--- src/rtl/shift_rx.sv ---
// Serial-to-parallel frame receiver: collects WIDTH strobed serial bits MSB- or LSB-first
// and presents each completed word on a single-entry valid/ready buffer with sticky overrun.
module shift_rx #(
  parameter int unsigned WIDTH = 4
) (
  input  logic             clk,
  input  logic             reset,
  input  logic             start,
  input  logic             sen,
  input  logic             sin,
  input  logic             dir,
  output logic [WIDTH-1:0] out,
  output logic             out_valid,
  input  logic             out_ready,
  output logic             busy,
  output logic             overrun,
  input  logic             ovr_clr
);

  localparam int unsigned CntW = $clog2(WIDTH + 1);
  localparam logic [CntW-1:0] LastCnt = CntW'(WIDTH - 1);

  typedef enum logic [0:0] {StIdle, StShift} state_e;

  state_e           state_q, state_d;
  logic [WIDTH-1:0] sr_q, sr_d;
  logic [CntW-1:0]  cnt_q, cnt_d;
  logic             dir_q, dir_d;
  logic [WIDTH-1:0] out_q, out_d;
  logic             valid_q, valid_d;
  logic             ovr_q, ovr_d;

  logic [WIDTH-1:0] sr_cap;
  logic             frame_done;
  logic             handshake;
  logic             ovr_set;

  // Word as it would look after capturing the current sin, in the latched bit order.
  always_comb begin
    if (dir_q) begin
      sr_cap = {sin, sr_q[WIDTH-1:1]};
    end else begin
      sr_cap = {sr_q[WIDTH-2:0], sin};
    end
  end

  assign handshake = valid_q & out_ready;

  always_comb begin
    state_d    = state_q;
    sr_d       = sr_q;
    cnt_d      = cnt_q;
    dir_d      = dir_q;
    frame_done = 1'b0;

    case (state_q)
      StIdle: begin
        if (start) begin
          state_d = StShift;
          dir_d   = dir;
          sr_d    = '0;
          cnt_d   = '0;
        end
      end
      StShift: begin
        // start restarts the frame and wins over a coincident strobe
        if (start) begin
          dir_d = dir;
          sr_d  = '0;
          cnt_d = '0;
        end else if (sen) begin
          sr_d = sr_cap;
          if (cnt_q == LastCnt) begin
            frame_done = 1'b1;
            cnt_d      = '0;
            state_d    = StIdle;
          end else begin
            cnt_d = cnt_q + CntW'(1);
          end
        end
      end
      default: begin
        state_d = StIdle;
      end
    endcase
  end

  always_comb begin
    out_d   = out_q;
    valid_d = valid_q;
    ovr_set = 1'b0;

    if (frame_done) begin
      // A same-cycle handshake frees the slot for the new word.
      if (!valid_q || handshake) begin
        out_d   = sr_cap;
        valid_d = 1'b1;
      end else begin
        ovr_set = 1'b1;
      end
    end else if (handshake) begin
      valid_d = 1'b0;
    end

    ovr_d = ovr_set | (ovr_q & ~ovr_clr);
  end

  always_ff @(posedge clk or negedge reset) begin
    if (!reset) begin
      state_q <= StIdle;
      sr_q    <= '0;
      cnt_q   <= '0;
      dir_q   <= 1'b0;
      out_q   <= '0;
      valid_q <= 1'b0;
      ovr_q   <= 1'b0;
    end else begin
      state_q <= state_d;
      sr_q    <= sr_d;
      cnt_q   <= cnt_d;
      dir_q   <= dir_d;
      out_q   <= out_d;
      valid_q <= valid_d;
      ovr_q   <= ovr_d;
    end
  end

  assign out       = out_q;
  assign out_valid = valid_q;
  assign busy      = (state_q == StShift);
  assign overrun   = ovr_q;

endmodule

--- config.mk ---
export PLATFORM = sky130hd
export DESIGN_NAME = shift_rx
export DESIGN_NICKNAME = d
export VERILOG_FILES = /design/src/rtl/shift_rx.sv
export SDC_FILE = /design/constraint.sdc
export NUM_CORES = 1
export LEC_CHECK = 0
export CORE_MARGIN = 10
export CORE_UTILIZATION = 42
export DETAILED_ROUTE_END_ITERATION = 7
export PLACE_DENSITY = 0.79
export SKIP_LAST_GASP = 1
export SYNTH_ARGS = -nofsm -noshare
export SYNTH_HDL_FRONTEND = slang
export SYNTH_SLANG_ARGS = --single-unit
--- constraint.sdc ---
create_clock -name clk -period 1.3 [get_ports clk]
set_input_delay 0.13 -clock clk [delete_from_list [all_inputs] [get_ports clk]]
set_output_delay 0.13 -clock clk [all_outputs]
set_load 0.05 [all_outputs]
# [After elaboration in Yosys (flattened, before gate mapping)]
# Index checks and enable logic that the tools add are counted.
[word_totals] wordCells=48 ff_bits=15 out_inout_bits=7 inputBits=8
[op_classes] reduce_logical=6 eq_ne=4 add_sub_neg=1 n_bitwise=5 mux=25
[ops] operator="4-bit two-way mux" count=4
[ops] operator="1-bit two-way mux" count=14
[ops] operator="3-bit two-way mux" count=4
[ops] operator="4-bit one-hot mux with 2 select lines" count=1
[ops] operator="3-bit one-hot mux with 2 select lines" count=1
[ops] operator="2-bit AND reduction" count=3
[ops] operator="3-bit by 1-bit adder with 3-bit output (second input constant)" count=1
[ops] operator="3-bit by 2-bit equality test with 1-bit output (second input constant)" count=1
[ops] operator="3-bit inequality test (second input constant)" count=1
[ops] operator="1-bit AND" count=2
[ops] operator="2-bit by 1-bit inequality test with 1-bit output (second input constant)" count=1
[ops] operator="2-bit inequality test (second input constant)" count=1
[ops] operator="1-bit NOT" count=2
[ops] operator="1-bit one-hot mux with 2 select lines" count=1
[ops] operator="2-bit nonzero test" count=1
[ops] operator="1-bit zero test" count=1
[ops] operator="1-bit logical OR" count=1
[ops] operator="1-bit OR" count=1

# [Depth between registers and ports, before layout]
[logic_depth] ltp_word=7 mapped_depth=4

# [Least setup slack after synthesis]
# No wires, ideal clock.
[synth_path] kind="register -> register" from="reg state_q, in the netlist busy" to="reg out_q[0], in the netlist out[0]" path_slack_ns=-0.354 required_time_ns=1.175 arrival_time_ns=1.529 path_stages_with_launch=4 setup_time_ns=0.125 synth_period_minus_slack_ns=1.654 path_cell_list="dfrtp_1 > nand2_2 > nor4b_4 > mux2_2"
[synth_via] elab_chain_len=2
[synth_lines] element="start: declaration" line="25" source="state_e state_q, state_d;"
[synth_lines] element="start signal: assignment" line="110" source="state_q <= StIdle;"
[synth_lines] element="start signal: assignment" line="118" source="state_q <= state_d;"
[synth_lines] element="1-bit two-way mux" line="56" source="case (state_q)"
[synth_lines] element="2-bit AND reduction (no source line)"
[synth_lines] element="end signal: assignment" line="122" source="out_q <= out_d;"
[synth_lines] element="end: declaration" line="29" source="logic [WIDTH-1:0] out_q, out_d;"
# No other way between the ends.
# A chain may end at the register's enable or synchronous reset.

# [Worst setup path in the final report]
[layout_path] from="reg cnt_q[0]" to="reg out_q[1], in the netlist out[1]"
[layout_via] elab_chain_len=6
[layout_lines] element="start: declaration" line="27" source="logic [CntW-1:0] cnt_q, cnt_d;"
[layout_lines] element="start signal: assignment" line="120" source="cnt_q <= cnt_d;"
[layout_lines] element="3-bit by 2-bit equality test with 1-bit output" line="73" source="if (cnt_q == LastCnt) begin"
[layout_lines] element="1-bit two-way mux" line="73"
[layout_lines] element="1-bit two-way mux" line="71" source="end else if (sen) begin"
[layout_lines] element="1-bit two-way mux" line="67" source="if (start) begin"
[layout_lines] element="1-bit two-way mux" line="56"
[layout_lines] element="2-bit AND reduction (no source line)"
# No other way between the ends.

==> reports/qor.csv <==
stage;metric;value;unit
setup_path;Worst path slowest cell;dfrtp_1;
finish;post-route cell area;1040;µm²
setup_path;CP Cell Sequence;ha_4 -> nand2b_4 -> nor4b_4 -> mux2_2;
timing;Final min period;1.37;ns
die;Die Height;60.0;µm
timing;Max Clock Freq;728;MHz
setup_path;Startpoint Class;register;
setup_path;Worst R2R Setup Slack;-0.07;ns
finish;layout cells sized above 1;41.7;%
setup_path;crit path kind;reg -> reg;
die;core area;1510;µm²
pwr;Cell Pwr Density;1060;nW/µm²
clock_tree;Worst-path clk slew;0.09;ns
run_status;failing checks;negative setup slack;
finish;Finished Layout Cells;100;
drt;drt wl/cell;15.2;µm
global_routing;Overall Global Routing Usage;9.54;%
clock_tree;clock tree buffer depth;2;
setup_path;R2R Path End;out[1];
global_routing;initial antenna violation count;0;
drt;Starting DRT DRC Count;11;
drt;via count;518;
yosys;#FFs+latches synth;15;
setup_path;CP peak stage delay;0.41;ns
placed_design;Port Buf Inserts;14;
drt;Routed Antenna Nets;0;
clock_tree;Hold Buf Count CTS;0;
global_routing;largest net degree at the start of global routing;16;
clock_tree;CTS tree;done;
setup_path;CP bufs+invs;0;
timing;fin. max-slew vios;0;
drt;DR vias/cell;5.18;
global_routing;GRT overflow;0;
clock_tree;clk_lat worst skew;0.29;ns
placed_design;Placement Cell Area;987;µm²
timing;Slew Limit Headroom;82.6;%
yosys;Mean Syn Cell Area;11.8;µm²
drt;DRT Wirelength;1.52;mm
drt;DRC viols;0;
timing;RSZ-0062 raised after global routing;yes;
yosys;top cell type's share of synthesized area;55.8;%
die;total die area;3600;µm²
die;IO Count;15;
global_routing;first-pass GRT wire length;2.63;mm
yosys;Syn. warnings;0;
clock_tree;# H-tree levels;1;
die;Starting Density;44.7;%
finish;Final #Nets;94;
timing;Worst Tran Pin Value;0.260;ns
setup_path;arrival time worst endpoint;1.56;ns
finish;P&R area growth vs syn;53.9;%
global_routing;vias in the first global route;590;
timing;fin crit share;106;%
clock_tree;CTS buffer count;3;
worst_hold_path;Min-Delay Path Class;in -> async;
setup_path;FF-to-FF path depth;4;
finish;ANT cells;0;
die;Die W;60.0;µm
yosys;syn nets;66;
setup_path;Worst Path Required;1.48;ns
yosys;Post-Syn Area;673;µm²
yosys;area leader, netlist;dfrtp_1;
yosys;sequential element share of the synthesized area;55.8;%
timing;final worst slack;-0.0744;ns
clock_tree;clock root buffer;clkbuf_4;
die;Rows;14;
setup_path;R2R Path Start;cnt_q[0];
placed_design;RePlAce Congestion;0.772;
yosys;library cells used by synthesis;22;
clock_tree;Sink Count;15;
timing;Fin. Hold Viols;0;
placed_design;dpl hpwl;1.21;mm
timing;clk_skew;0.00291;ns
timing;Final Setup Violations;5;
placed_design;Inst Count DP;96;
yosys;dominant cells by area after synthesis;dfrtp_1 56%, mux2_2 8.4%, mux2i_1 5.9%;
pwr;Peak VDD IR;0.691;mV
run_status;status;finished, violations left;
setup_path;CP delay by family, top;flip-flops;
flow_run;number of max-cap violations;0;
setup_path;endpoint class of the critical path;register;
setup_path;worst-path maximum fanout;3;
pwr;leakage;0.474;nW
drt;drt pass-1 iters;4;
yosys;Syn Inst Count;57;
==> cell type report <==
class	instances	area (µm²)
clock inverter	1	5.00
tap	16	20.0
sequential	15	378
fill	104	470
timing repair buffer	25	293
clock buffer	3	22.5
multi-input combinational	37	307
inverter	3	11.3
==> power breakdown <==
group	total, mW	internal, mW	switching, mW
clock network	0.275	0.115	0.161
registers	0.540	0.502	0.0377
logic	0.287	0.149	0.138
==> how the worst max path moves through the flow <==
stage                        end  slack (ns)      from  cells after the start
after global routing      out[0]       -0.15  cnt_q[0]                      4
after global placement    out[1]       -0.17       sen                      4
after detailed placement  out[1]       -0.19       sen                      4
final                     out[1]       -0.07  cnt_q[0]                      4
after CTS                 out[1]       -0.09  cnt_q[0]                      4
after floorplan           out[0]       -0.16      busy                      3
==> synthesized netlist by cell type <==
cell type and n:
a211oi_1 2, a21oi_1 3, and2_1 1, buf_2 1, clkbuf_1 1, dfrtp_1 15, ha_1 1, inv_1 3
mux2_2 5, mux2i_1 4, nand2_1 3, nand2_2 1, nand2b_1 2, nand2b_4 1, nand3_1 1, nand3b_1 1
nor2_1 6, nor3_1 2, nor4b_4 1, o21a_1 1, o22ai_1 1, or3_1 1
==> timing repair <==
item	in CTS	in global routing
endpoints found under the setup margin	7	6
resized for setup	2	1
pin swaps	3	0
buffers inserted	0	0
==> metal layers <==
layer | wire length (µm) | GRT usage [%] | part of all wire (%) | up-vias
li1 | - | - | - | 250
met1 | 592 | 10.2 | 39 | 250
met2 | 805 | 16.2 | 53 | 14
met3 | 74 | 1.91 | 4.9 | 4
met4 | 42 | 6.73 | 2.8 | 0
met5 | 0 | 0 | 0 | -
==> flip-flops by register name, indices dropped and copies added (netlist names) <==
register,count
busy,1
cnt_q,3
dir_q,1
out,4
out_valid,1
overrun,1
sr_q,4
==> stage by stage <==
step                utilization (%)  setup slack [ns]  TNS (ns)  hold slack [ns]  power, mW
global placement               65.5            -0.169    -0.920            0.464      0.826
detailed placement             65.5            -0.190     -1.07            0.460      0.835
finish                         68.8           -0.0744    -0.214            0.135       1.10
floorplan                         -            -0.158    -0.316           -0.166      0.672
global route                   68.8            -0.147    -0.669            0.153       1.15
CTS                            68.4           -0.0893    -0.296            0.143       1.11
==> cells by family after synthesis <==
group	Yosys count	share of synthesized area (%)
and+or+nand+nor	20	18.6
DFF	15	55.8
buffers and inverters	5	2.97
adders and majority gates	1	1.86
muxes	9	14.3
AOI/OAI and AO/OA	7	6.51
==> cells in the final DEF, fill, tap and decap left out, drive strengths merged <==
cell type	netlist	final
clkdlybuf4s50	0	7
or3	1	1
clkinv	0	1
nand2	4	4
o22ai	1	1
mux2	5	5
clkbuf	1	3
a21oi	3	3
nand3b	1	1
ha	1	1
dfrtp	15	15
nor4b	1	1
and2	1	1
nand3	1	1
a211oi	2	2
nor2	6	6
mux2i	4	4
inv	3	3
buf	1	18
nor3	2	2
nand2b	3	3
o21a	1	1
No activity file was read; power rests on OpenSTA's default activity.
